## src/rtl/adder_bist_ctrl.sv

```systemverilog
// BIST sweep of every {cin,x,y} vector into a combinational adder, checked against a golden sum.
// Each vector takes SETTLE+1 cycles; there is no backpressure, and start is ignored while busy.
module adder_bist_ctrl #(
    parameter int WIDTH  = 4,
    parameter int SETTLE = 2,
    parameter int ERR_W  = 16
) (
    input  logic                 clk,
    input  logic                 rst,
    input  logic                 start,
    output logic [WIDTH-1:0]     x_out,
    output logic [WIDTH-1:0]     y_out,
    output logic                 cin_out,
    input  logic [WIDTH-1:0]     s_in,
    input  logic                 cout_in,
    output logic                 busy,
    output logic                 done,
    output logic                 pass,
    output logic [ERR_W-1:0]     err_count,
    output logic                 fail_valid,
    output logic [2*WIDTH:0]     fail_vec
);
    localparam int IDX_W = 2*WIDTH + 1;
    localparam int SET_W = (SETTLE > 1) ? $clog2(SETTLE) : 1;

    typedef enum logic [1:0] {IDLE, APPLY, CHECK, DONE} state_t;

    state_t             state;
    logic [IDX_W-1:0]   idx;
    logic [SET_W-1:0]   settle;
    logic [WIDTH:0]     golden;
    logic               mismatch;
    logic [ERR_W-1:0]   err_next;

    assign cin_out = idx[IDX_W-1];
    assign x_out   = idx[IDX_W-2:WIDTH];
    assign y_out   = idx[WIDTH-1:0];

    // Case-inequality so an X/Z from a broken adder is scored as a failure.
    always_comb begin
        golden   = {1'b0, x_out} + {1'b0, y_out} + {{WIDTH{1'b0}}, cin_out};
        mismatch = ({cout_in, s_in} !== golden);
        err_next = err_count;
        if (mismatch && !(&err_count))
            err_next = err_count + ERR_W'(1);
    end

    always_ff @(posedge clk) begin
        if (rst) begin
            state      <= IDLE;
            idx        <= '0;
            settle     <= '0;
            busy       <= 1'b0;
            done       <= 1'b0;
            pass       <= 1'b0;
            err_count  <= '0;
            fail_valid <= 1'b0;
            fail_vec   <= '0;
        end else begin
            case (state)
                IDLE, DONE: begin
                    if (start) begin
                        idx        <= '0;
                        settle     <= '0;
                        err_count  <= '0;
                        fail_valid <= 1'b0;
                        fail_vec   <= '0;
                        done       <= 1'b0;
                        pass       <= 1'b0;
                        busy       <= 1'b1;
                        state      <= APPLY;
                    end
                end
                APPLY: begin
                    if (settle == SET_W'(SETTLE - 1)) begin
                        settle <= '0;
                        state  <= CHECK;
                    end else begin
                        settle <= settle + SET_W'(1);
                    end
                end
                CHECK: begin
                    err_count <= err_next;
                    if (mismatch && !fail_valid) begin
                        fail_vec   <= idx;
                        fail_valid <= 1'b1;
                    end
                    // Stop on the last vector rather than wrapping idx.
                    if (&idx) begin
                        busy  <= 1'b0;
                        done  <= 1'b1;
                        pass  <= (err_next == '0);
                        state <= DONE;
                    end else begin
                        idx   <= idx + IDX_W'(1);
                        state <= APPLY;
                    end
                end
                default: state <= IDLE;
            endcase
        end
    end
endmodule

```

## config.mk

```make
export PLATFORM = sky130hd
export DESIGN_NAME = adder_bist_ctrl
export DESIGN_NICKNAME = d
export VERILOG_FILES = /design/src/rtl/adder_bist_ctrl.sv
export SDC_FILE = /design/constraint.sdc
export NUM_CORES = 1
export LEC_CHECK = 0
export ABC_AREA = 1
export CAP_MARGIN = 10
export CORE_MARGIN = 10
export CORE_UTILIZATION = 45
export CTS_CLUSTER_DIAMETER = 50
export DETAILED_ROUTE_END_ITERATION = 12
export PLACE_DENSITY = 0.7
export SLEW_MARGIN = 20
export SYNTH_ARGS = -nofsm -noshare
export SYNTH_HDL_FRONTEND = slang
export SYNTH_SLANG_ARGS = --single-unit
export TNS_END_PERCENT = 100
```

## constraint.sdc

```tcl
create_clock -name clk -period 3.8 [get_ports clk]
set_input_delay 0.57 -clock clk [delete_from_list [all_inputs] [get_ports clk]]
set_output_delay 0.57 -clock clk [all_outputs]
set_load 0.02 [all_outputs]
```

# After elaboration in Yosys (flattened, before gate mapping)
# Cells that the tools add are included.
# Widths: inputs -> output; s select.
classes:
  muxes: 24
  eq_ne: 9
  reduce_logical: 17
  addsub: 5
ops:
  columns: ["operator", "count"]
  rows:
  - ["$pmux 9 s2", 2]
  - ["$mux 16", 2]
  - ["$pmux 16 s2", 1]
  - ["$mux 9", 3]
  - ["$add 16x1->16 const B", 1]
  - ["$logic_not 16->1", 1]
  - ["$reduce_and 16->1", 1]
  - ["$ne 2x2->1 const B", 5]
  - ["$pmux 1 s2", 5]
  - ["$add 9x1->9 const B", 1]
  - ["$reduce_and 3->1", 3]
  - ["$reduce_and 9->1", 1]
  - ["$mux 1", 7]
  - ["$mux 2", 3]
  - ["$pmux 2 s3", 1]
  - ["$reduce_and 2->1", 3]
  - ["$add 4x4->5", 1]
  - ["$add 5x1->5", 1]
  - ["$nex 5x5->1", 1]
  - ["$eq 2x2->1 const B", 2]
  - ["$reduce_bool 2->1", 2]
  - ["$eq 2x1->1 const B", 1]
  - ["$logic_and 1x1->1", 2]
  - ["$logic_not 1->1", 2]
  - ["other kinds (3)", 3]
word_totals:
  in_bits: 8
  elab_cells: 64
  output_inout_bits: 38
  ff_bits: 41

# Depth between registers and ports, before layout
depth:
  ltp_word: 8
  depth_mapped: 20
  depth_no_buf: 19

# Worst setup path after synthesis
# OpenSTA, ideal clock, no wires.
synth_path:
  kind: "register to register"
  from: "reg idx[4]"
  to: "reg pass"
  setup_time_ps: 67
  required_ps: 3733
  path_slack_ps: 1018
  path_stages_with_launch: 17
  period_less_slack_ps: 2782
  path_buffers: 1
  t_arrival_ps: 2715
  cell_sequence: "dfxtp_1 -> inv_1 -> fa_1 -> inv_1 -> fa_1 -> xnor2_1 -> nand2_1 -> nor2_2 -> nand3_4 -> buf_4 -> nand3b_1 -> nand2_1 -> nor2_1 -> nand2_1 -> nor2_2 -> nand3_2 -> a21oi_2"
synth_between:
  elab_chain_cells: 8
  elab_cells_between_ends: 11
  cone_classes: "add/sub: 2; eq/ne: 2; mux: 3; reduce/logical: 4"
synth_rtl:
  columns: ["item", "line", "text"]
  rows:
  - ["start: declaration", "29", "logic [IDX_W-1:0] idx;"]
  - ["start signal: assignment", "95", "idx <= idx + IDX_W'(1);"]
  - ["$add 4x4->5", "41", "golden = {1'b0, x_out} + {1'b0, y_out} + {{WIDTH{1'b0}}, cin_out};"]
  - ["$add 5x1->5", "41", null]
  - ["$nex 5x5->1", "42", "mismatch = ({cout_in, s_in} !== golden);"]
  - ["$logic_and 1x1->1", "44", "if (mismatch && !(&err_count))"]
  - ["$mux 16", "44", null]
  - ["$logic_not 16->1", "92", "pass <= (err_next == '0);"]
  - ["$mux 1", "89", "if (&idx) begin"]
  - ["$pmux 1 s2", "60", "case (state)"]
  - ["end signal: assignment", "92", null]
  - ["end: declaration", "18", "output logic pass,"]
# Several ways; a longest one is shown, not always the timed one. The select of a mux whose other input is x is not followed.
# A chain may end at the register's enable or synchronous reset.

# Final worst setup path
# Same ends and word-level chain as after synthesis.

==> reports/metrics.yaml <==
antenna-diode-count: 0
yosys_register_bits: 41
fin_nets: 465
yosys.area_share.adder_pct: 5.85
area_growth_syn_to_layout_pct: 22.9
synth_commonest_cells: "128 x sky130_fd_sc_hd__nand2_1, 49 x sky130_fd_sc_hd__inv_1, 41 x sky130_fd_sc_hd__dfxtp_1"
min-delay-path-class: "register to register"
power.density_nw_per_um2: 323
report.final.setup_viol: 0
timing.critical_path.arrival_ns: 3.31
finalInstanceArea_um2: 3210
floorplan.initialDensity_pct: 46.8
worst_skew_pair.late_latency_ns: 0.30
timing_max_transition_violations_final: 0
worst_setup_path_endpoint: "pass$_SDFFE_PP0P_"
cts_inserted_buffers: 5
grt_setup_unrepaired: "false"
status: "finished clean"
dr.first_iter.drc_count: 199
post_cts_resized: 0
place_congestion: 0.871
clock-skew-final_ns: 0.00768
cp_max_fo: 19
hold_viol: 0
core_um2: 5570
post_detailed_route_drc_marker_count: 0
worst_slack_ns: 0.718
drt-total-wl_um: 6870
synth.net_count: 424
final_min_period_over_clock_period_pct: 81.1
n_fill_cell: 541
std_cell_rows: 27
first_pass_grt_wire_length_um: 12000
path_clk_slew_ns: 0.09
cts_hold_buf: 0
finalSetupTns_ns: 0
criticalPathCategory: "register to register"
die-area_um2: 9240
overall_track_demand_over_capacity_in_global_routing_pct: 16.0
synth-compound-area-share_pct: 10.0
number_of_global_route_vias_before_repair: 2539
clock-root-buffer: "sky130_fd_sc_hd__clkbuf_8"
critical_path.reg2reg.startpoint: "idx[4]$_SDFFE_PP0P_"
maximum_clock_frequency_mhz: 325
yosys-top-cells-area: "sky130_fd_sc_hd__dfxtp_1 31%, sky130_fd_sc_hd__nand2_1 18%, sky130_fd_sc_hd__a21oi_1 7.5%"
placed_cells_incl_taps: 511
cts.sink_count: 41
synth_area_leader_cell: "sky130_fd_sc_hd__dfxtp_1"
synthesis.yosys.warnings: 0
rr_worst_depth: 15
floorplan.die.width_um: 96.1
global_route.overflow_total: 0
clk_path_buf_depth: 2
postLayoutCoreUtil_pct: 57.5
cts_tree: "done"
grt_max_degree: 33
ys.flop_type: "sky130_fd_sc_hd__dfxtp_1"
post-place-ws_ns: 0.726
synth_area_in_xor_xnor_pct: 2.35
fp.dieH_um: 96.1
port-buffer-count: 45
antenna_left: 0
async_set_or_reset_register_ratio_after_synthesis_pct: 0
synth.yosys.seq_area_share_pct: 31.5
htree_num_levels: 2
dp.final_hpwl_um: 5120
placement.cell_area_um2: 3090
layout-drive-gt1-share_pct: 5.82
synth.mux.area_fraction_pct: 0
worst_setup_path_startpoint: "idx[4]$_SDFFE_PP0P_"
final-instance-count-excl-fill: 519
crit_path_start_kind: "register"
cts.repair_timing.setup_buffer_count: 0
netlist_area_um2: 2610
maxSlewHeadroom_pct: 65.6
power_leakage_nw: 1.24
detail_route.first_pass.iterations: 5
ff2ff_setup_slack_ns: 0.72
vias: 2666
synth_edf_count: 0
synthesis.area_per_instance_um2: 6.44
post_synth_and_or_nand_nor_area_fraction_pct: 40.2
p_total_mw: 1.04
synthesis.instances: 405
cap_violations: 0
whs_ns: 0.478
wl_per_cell_um: 13.2
vdd_drop_max_mv: 0.308
initial_antenna_violation_count: 0
cp_data_required_time_ns: 4.03
synth.most_common_cell: "sky130_fd_sc_hd__nand2_1"
via_per_inst: 5.14
crit_path_end_kind: "register"
tightestPinTransition_ns: 0.513
r2r-end: "pass$_SDFFE_PP0P_"
synth_top_family_by_area: "simple AND/OR/NAND/NOR gates"
yosys.cell_types.count: 34
synth.top_cell.area_share_pct: 31.5
ios: 46
fin_crit_ns: 3.08
[power by group]
part	internal, mW	switching (mW)	total [mW]
Clock	0.197	0.166	0.363
Sequential	0.443	0.0105	0.454
Combinational	0.0601	0.160	0.220
[how the worst min path moves through the flow]
| stage | from | end | slack, ns | cells past startpoint |
|---|---|---|---|---|
| 5_1_grt | pass$_SDFFE_PP0P_ | pass$_SDFFE_PP0P_ | 0.51 | 2 |
| 4_1_cts | done$_SDFFE_PP0P_ | done$_SDFFE_PP0P_ | 0.48 | 2 |
| 3_3_place_gp | done$_SDFFE_PP0P_ | done$_SDFFE_PP0P_ | 0.47 | 2 |
| 2_1_floorplan | state[1]$_SDFFE_PP0P_ | state[1]$_SDFFE_PP0P_ | 0.46 | 2 |
| 3_5_place_dp | done$_SDFFE_PP0P_ | done$_SDFFE_PP0P_ | 0.46 | 2 |
| 6_report | done$_SDFFE_PP0P_ | done$_SDFFE_PP0P_ | 0.48 | 2 |
[layout by cell type (no fill, tap or decap), types with 3 or more instances in the layout]
cell and instances:
sky130_fd_sc_hd__nor2_2 3, sky130_fd_sc_hd__clkdlybuf4s50_1 45, sky130_fd_sc_hd__nor3_1 9, sky130_fd_sc_hd__inv_1 49, sky130_fd_sc_hd__nor2_1 29, sky130_fd_sc_hd__nand4_1 6
sky130_fd_sc_hd__o21ai_0 5, sky130_fd_sc_hd__nand3_1 39, sky130_fd_sc_hd__nand3_2 4, sky130_fd_sc_hd__a21oi_1 39, sky130_fd_sc_hd__nand3b_1 6, sky130_fd_sc_hd__xor2_1 5
sky130_fd_sc_hd__ha_1 9, sky130_fd_sc_hd__dfxtp_1 41, sky130_fd_sc_hd__clkbuf_8 5, sky130_fd_sc_hd__nand2_1 128
[final cells by class]
type / count / area, um2 / area share (%)
inverter: 51 / 191 / 5.97
timing repair buffer: 47 / 465 / 14.5
tap: 72 / 90.1 / 2.81
sequential: 41 / 821 / 25.6
clock inverter: 3 / 46.3 / 1.44
clock buffer: 5 / 68.8 / 2.15
multi-input combinational: 300 / 1520 / 47.5
[worst max-delay path: stages (launching register included)]
cell                      delay [ns]
sky130_fd_sc_hd__dfxtp_1        0.42
sky130_fd_sc_hd__inv_1          0.11
sky130_fd_sc_hd__fa_1           0.43
sky130_fd_sc_hd__inv_1          0.10
sky130_fd_sc_hd__fa_1           0.43
sky130_fd_sc_hd__xnor2_1        0.16
sky130_fd_sc_hd__nand2_1        0.08
sky130_fd_sc_hd__nor2_2         0.14
sky130_fd_sc_hd__nand3_4        0.22
sky130_fd_sc_hd__nand2_2        0.30
sky130_fd_sc_hd__o21ai_0        0.15
sky130_fd_sc_hd__inv_1          0.07
sky130_fd_sc_hd__nand2_1        0.05
sky130_fd_sc_hd__nor2_1         0.14
sky130_fd_sc_hd__nand3_2        0.10
sky130_fd_sc_hd__a21oi_2        0.11
[flip-flops by register name, indices dropped and copies added (netlist names)]
name,count
pass,1
fail_vec,9
busy,1
fail_valid,1
settle,1
idx,9
err_count,16
done,1
state,2
[metal layers]
layer	track usage (%)	part of all wire, %	vias to the layer above
met4	4.79	1.0	0
met3	3.50	5.3	6
li1	-	-	1378
met2	25.6	47	62
met1	20.9	47	1220
met5	0	0	-
[cells by family after synthesis]
kind of cell    count (synthesis)
compound gates                 50
xor+xnor                        7
simple gates                  232
buf+inv                        64
flops                          41
fa+ha+maj                      11
Note: power is estimated with default switching activity, not from simulation.
